[src/rtl/serial_adder.sv]
// Bit-serial WIDTH-bit adder: one full-adder step per clock, LSB first,
// with a start/busy/done handshake and a registered sum/carry-out.

module fa (
  input  logic a,
  input  logic b,
  input  logic ci,
  output logic sum,
  output logic cout
);
  assign sum  = a ^ b ^ ci;
  assign cout = (a & b) | (ci & (a ^ b));
endmodule

module serial_adder #(
  parameter int unsigned WIDTH = 8
) (
  input  logic             clk,
  input  logic             rst,
  input  logic             start,
  input  logic [WIDTH-1:0] a_in,
  input  logic [WIDTH-1:0] b_in,
  input  logic             ci_in,
  output logic             busy,
  output logic             done,
  output logic [WIDTH-1:0] sum_out,
  output logic             cout_out
);
  localparam int unsigned    CW   = $clog2(WIDTH + 1);
  localparam logic [CW-1:0] LAST = CW'(WIDTH - 1);

  typedef enum logic [1:0] {IDLE, RUN, DONE} state_t;

  state_t           state_q, state_d;
  logic [WIDTH-1:0] a_sr_q, b_sr_q, s_sr_q, s_sr_d;
  logic             carry_q;
  logic [CW-1:0]    cnt_q;
  logic [WIDTH-1:0] sum_q;
  logic             cout_q;
  logic             load;
  logic             fa_sum, fa_cout;

  fa u_fa (
    .a    (a_sr_q[0]),
    .b    (b_sr_q[0]),
    .ci   (carry_q),
    .sum  (fa_sum),
    .cout (fa_cout)
  );

  always_comb begin
    state_d = state_q;
    load    = 1'b0;
    unique case (state_q)
      IDLE: if (start) begin
        load    = 1'b1;
        state_d = RUN;
      end
      RUN:  if (cnt_q == LAST) state_d = DONE;
      DONE: begin
        load    = start;
        state_d = start ? RUN : IDLE;
      end
      default: state_d = IDLE;
    endcase
  end

  // Shift then overwrite the MSB so the expression stays legal for WIDTH=1.
  always_comb begin
    s_sr_d           = s_sr_q >> 1;
    s_sr_d[WIDTH-1]  = fa_sum;
  end

  always_ff @(posedge clk) begin
    if (rst) begin
      state_q <= IDLE;
      a_sr_q  <= '0;
      b_sr_q  <= '0;
      s_sr_q  <= '0;
      carry_q <= 1'b0;
      cnt_q   <= '0;
      sum_q   <= '0;
      cout_q  <= 1'b0;
    end else begin
      state_q <= state_d;
      if (load) begin
        a_sr_q  <= a_in;
        b_sr_q  <= b_in;
        s_sr_q  <= '0;
        carry_q <= ci_in;
        cnt_q   <= '0;
      end else if (state_q == RUN) begin
        a_sr_q  <= a_sr_q >> 1;
        b_sr_q  <= b_sr_q >> 1;
        s_sr_q  <= s_sr_d;
        carry_q <= fa_cout;
        cnt_q   <= cnt_q + CW'(1);
        if (cnt_q == LAST) begin
          sum_q  <= s_sr_d;
          cout_q <= fa_cout;
        end
      end
    end
  end

  assign busy     = (state_q == RUN);
  assign done     = (state_q == DONE);
  assign sum_out  = sum_q;
  assign cout_out = cout_q;
endmodule

[config.mk]
export PLATFORM = sky130hd
export DESIGN_NAME = serial_adder
export DESIGN_NICKNAME = d
export VERILOG_FILES = /design/src/rtl/serial_adder.sv
export SDC_FILE = /design/constraint.sdc
export NUM_CORES = 1
export LEC_CHECK = 0
export CAP_MARGIN = 20
export CORE_UTILIZATION = 50
export DETAILED_ROUTE_END_ITERATION = 8
export GPL_TIMING_DRIVEN = 0
export HOLD_SLACK_MARGIN = 0.12
export PLACE_DENSITY_LB_ADDON = 0.2
export SLEW_MARGIN = 20
export SYNTH_ARGS = -nofsm -noshare
export SYNTH_HDL_FRONTEND = slang
export SYNTH_HIERARCHICAL = 1
export SYNTH_SLANG_ARGS = --single-unit
[constraint.sdc]
create_clock -name clk -period 1.4 [get_ports clk]
set_input_delay 0.21 -clock clk [delete_from_list [all_inputs] [get_ports clk]]
set_output_delay 0.21 -clock clk [all_outputs]
set_load 0.03 [all_outputs]
# Word-level counts from Yosys, hierarchy flattened
# Cells that the tools add are included.
[totals]
out_inout_bits = 11
rom_bits = 0
latchBits = 0
mem_count = 0
wordCells = 37
ramBits = 0
register_bits = 40
[op_classes]
bitwise = 6
muxes = 12
mul = 0
reduce_logical = 5
shift = 0
add_sub_neg = 1
n_div = 0
n_eq_ne = 5
magnitude_cmp = 0
[op_table]
columns = ["op", "count"]
rows = [
  ["8-bit 2-to-1 mux", 4],
  ["2-bit one-hot mux with 3 select lines", 1],
  ["4-bit by 1-bit adder with 4-bit output (second input constant)", 1],
  ["4-bit by 3-bit == test with 1-bit output (second input constant)", 1],
  ["1-bit 2-to-1 mux", 4],
  ["2-bit 2-to-1 mux", 2],
  ["3-bit AND reduction", 1],
  ["1-bit bitwise AND", 2],
  ["2-bit by 1-bit == test with 1-bit output (second input constant)", 1],
  ["2-bit == test (second input constant)", 1],
  ["2-bit logical NOT", 1],
  ["2-bit by 1-bit inequality test with 1-bit output (second input constant)", 1],
  ["2-bit inequality test (second input constant)", 1],
  ["1-bit one-hot mux with 2 select lines", 1],
  ["2-bit AND reduction", 1],
  ["2-bit nonzero test", 1],
  ["2-bit OR reduction", 1],
  ["1-bit XOR", 2],
  ["1-bit inverter", 1],
  ["1-bit OR", 1],
]

# Longest topological paths before layout
# Gate-level depths: netlist of the first run.
[depth]
depth_word = 5
ltp_mapped = 5

# Cells and area by module
# The synthesis of the first run kept the hierarchy.
[modules_own_cells]
columns = ["mod", "cells_per_inst", "instances", "area_each_um2"]
rows = [
  ["serial_adder", 179, 1, 1530.2],
  ["fa", 1, 1, 20.0],
]

# Least setup slack after synthesis of the first run
# No wires, ideal clock.
[synth_timing]
kind = "flip-flop to flip-flop"
from = "register cnt_q[0]"
to = "register cout_q, in the netlist cout_out"
path_stages_with_launch = 5
n_path_buf = 0
path_slack_ps = 214
setup_time_ps = 72
t_required_ps = 1328
arrival_ps = 1114
path_cell_list = "dfxtp_1 ha_1 nand3b_1 nor2_4 mux2i_1"
[synth_between]
elab_chain_len = 2
[synth_lines]
columns = ["element", "line_no", "rtl"]
rows = [
  ["from (decl)", "37", "logic [CW-1:0] cnt_q;"],
  ["from (signal assigned)", "97", "cnt_q <= cnt_q + CW'(1);"],
  ["4-bit by 3-bit == test with 1-bit output", "98", "if (cnt_q == LAST) begin"],
  ["3-bit AND reduction (no line)", "n/a", ""],
  ["to (signal assigned)", "100", "cout_q <= fa_cout;"],
  ["to (decl)", "39", "logic cout_q;"],
]
# Every way passes these cells.
# A chain may end at the register's enable or synchronous reset.

# Worst setup path after layout of the first run
[layout_timing]
from = "register state_q[1]"
to = "output port busy"
[layout_between]
elab_chain_len = 1
[layout_lines]
columns = ["element", "line_no", "rtl"]
rows = [
  ["from (decl)", "34", "state_t state_q, state_d;"],
  ["from (signal assigned)", "85", "state_q <= state_d;"],
  ["2-bit by 1-bit == test with 1-bit output", "106", "assign busy = (state_q == RUN);"],
  ["to (decl)", "24", "output logic busy,"],
]
# Every way passes these cells.

==> results of run 1 <==
[per-layer routing]
metal  track usage  vias to the layer above  routed length [um]
met5             0                        -                   0
met4        0.0714                        0                  46
met3        0.0692                        5                 237
met2         0.367                       47                1680
met1         0.288                      653                1540
li1              -                      693                   -
[sequential cells by signal, indices dropped and copies added, names as in the netlist]
name and cells:
cnt_q 4, s_sr_q 7, a_sr_q 8, b_sr_q 8, state_q 2, carry_q 1
cout_out 1, sum_out 8
[area by class of cell]
cell class              instances  area, um2  area share
flip-flops and latches         39        786       0.388
well taps                      31       38.8      0.0191
repair buffers                 32        310       0.153
inverters                       2       8.76     0.00432
plain buffers                  13       76.3      0.0377
clock inverters                 3       67.6      0.0333
clock buffers                   5       37.5      0.0185
multi-input cells             126        702       0.346
[cells by family (layout without fill, tap and decap cells)]
| kind of cell | after synthesis | count (layout) | share of synthesized area |
|---|---|---|---|
| AO/OA/AOI/OAI | 33 | 33 | 0.120 |
| XOR/XNOR | 2 | 2 | 0.0113 |
| adder cells (fa/ha/maj) | 2 | 2 | 0.0210 |
| buffers and inverters | 15 | 55 | 0.0500 |
| flip-flops | 39 | 39 | 0.504 |
| multiplexers | 10 | 10 | 0.0646 |
| AND/OR/NAND/NOR | 79 | 79 | 0.229 |
[power by group]
group,total [mW],internal [mW],switching [mW]
registers,1.20,1.16,0.0345
clock network,0.926,0.555,0.371
logic,0.304,0.143,0.161
total,2.43,1.86,0.567
[worst paths after layout]
kind | end | slack [ns] | depth (start not counted)
worst min-delay path | state_q[1] | 0.26 | 2
worst max-delay path | busy | 0.05 | 4
worst max register to register | sum_out[7] | 0.09 | 5
worst min register to register | sum_out[0] | 0.47 | 2
[metrics by stage]
stage | cells | cell area [um2] | utilization | TNS, ns
3_5_place_dp | 240 | 1880 | 0.659 | -3.08
3_3_place_gp | 240 | 1880 | 0.659 | -2.99
6_report | 251 | 2030 | 0.711 | 0
4_1_cts | 249 | 1990 | 0.698 | 0
2_1_floorplan | 180 | 1550 | - | 0
5_1_grt | 251 | 2030 | 0.711 | -0.0175
[placed cells by master (no fill, tap or decap), types with 2 or more instances in the layout]
master	n
dfxtp_1	37
a31oi_1	4
clkbuf_1	3
dlygate4sd2_1	9
clkdlybuf4s50_1	18
o22ai_1	9
o21ai_0	5
nand2_1	44
a21oi_1	13
clkbuf_4	5
nor3_1	20
buf_6	3
buf_4	3
bufinv_16	2
nand3_1	4
nand3b_1	2
nor2_1	3
buf_2	8
a22oi_1	2
mux2i_1	10
[what timing repair did]
action	4_1_cts	5_1_grt
pin swaps	0	1
setup buffers	1	2
setup endpoints to repair	11	17
endpoints found under the hold margin	0	0
resized for setup	26	3
==> results.md, run 1 <==
* Outcome: complete, but fails checks
* Failing checks: design-rule violations
* Clk_skew at 0.00856 ns
* Core area at 2850 um2
* Fmax at 0.739 GHz
* Drc violations at 2
* FP Rows at 19
* Final hold slack at 0.261 ns
* Number of global-route vias before repair at 1296
* Vias at 1398
* Relative slew slack at 0.694
* CP peak stage delay at 0.35 ns
* Crit path cell chain: nand2b_4 > clkinv_2 > buf_6 > buf_6
* Overflow after GRT at 0
* CP startpoint kind: flop
* ANT cells at 0
* Setup violators final at 0
* Antenna violations before repair at 0
* Detailed Route WL at 3.51 mm
* Largest net degree at the start of global routing at 14
* Synth top area share at 0.504
* CTS hold repair buffers at 0
* CP dominant cell by count: buf_6
* Crit path kind: reg -> out
* Hold path start: rst
* Cell with the most instances after synthesis: nand2_1
* Period utilization at 0.967
* Main flop type after synthesis: dfxtp_1
* Post-DR wirelength/cell at 14.0 um
* Post-route setup slack at 0.0462 ns
* Hpwl dp at 2.38 mm
* Root Driver: clkbuf_4
* YS warnings at 6
* Post-route ant nets at 0
* Pre-CTS setup slack at -0.424 ns
* Synth top area cells: dfxtp_1, nand2_1, mux2i_1, nor3_1, a21oi_1
* Cell variety after synth at 27
* Critical Path Fanout Max at 10
* P_leak at 0.767 nW
* Die Y at 57.7 um
* CP required at 1.19 ns
* Cell taking the most area after synthesis: dfxtp_1
* Clk sinks at 39
* Commonest cells post-synth: nand2_1, dfxtp_1, nor3_1
* Endpoints failing hold at 0
* DIE WIDTH at 57.7 um
* RR Startpoint: cnt_q[0]
* HP Class: in -> reg
* Worst setup EP type: primary output
* CTS buffer count at 5
* Routability cong. at 0.787
* Die area at 3330 um2
* Syn Area/Cell at 8.61 um2
* Total GRT Usage at 0.225
* Netlist area before placement at 1550 um2
* Initial Util at 0.543
* Worst path slowest cell: dfxtp_2
* EDFF count, synth at 0
* Num ports at 31
* TritonCTS clock tree: done
* CTS clk-pin slew, worst paths at 0.12 ns
* Mapped Nets at 202
* Mapped Cells at 180
* Post-synth ARST share at 0
* Number of buffers added on ports at 29
* Total Power at 2.43 mW
* Power per cell area at 1200 nW/um2
* Fin nets at 241
* Worst slew pin tran at 0.458 ns
* Peak VDD IR at 0.621 mV
* Fill cell count at 236
* CTS Buffer Depth at 2
* Vias per std cell at 5.57
* H-tree level count at 2
* Crit. Startpoint: state_q[1]
* Synth Register Bits at 39
* Max Cap Viol at 0
* CP arrival at 1.14 ns
* Area Overhead vs Synth at 30.8%
* Drt pass-1 iters at 6
* Family with the most delay on the worst path: flip-flops
* Clock Latency Late Sink at 0.34 ns
* First-pass GRT wire length at 5.65 mm
* Slew Limit Fails at 0
* 1st-iter DRT viols at 106
* Tmin final at 1.35 ns
* Layout cells sized above 1 at 0.132
* Seq/Total Area, Yosys at 0.504
* WP buf/inv at 3
Power figures use the tool's default switching activity.
==> inputs of run 2 (changes only) <==
--- a/config.mk
+++ b/config.mk
@@ -7,6 +7,7 @@
 export LEC_CHECK = 0
 export CAP_MARGIN = 20
 export CORE_UTILIZATION = 50
+export CTS_CLUSTER_DIAMETER = 50
 export DETAILED_ROUTE_END_ITERATION = 8
 export GPL_TIMING_DRIVEN = 0
 export HOLD_SLACK_MARGIN = 0.12
==> results of run 2 <==
Final layout, timing and power as in run 1 (identical DEF).
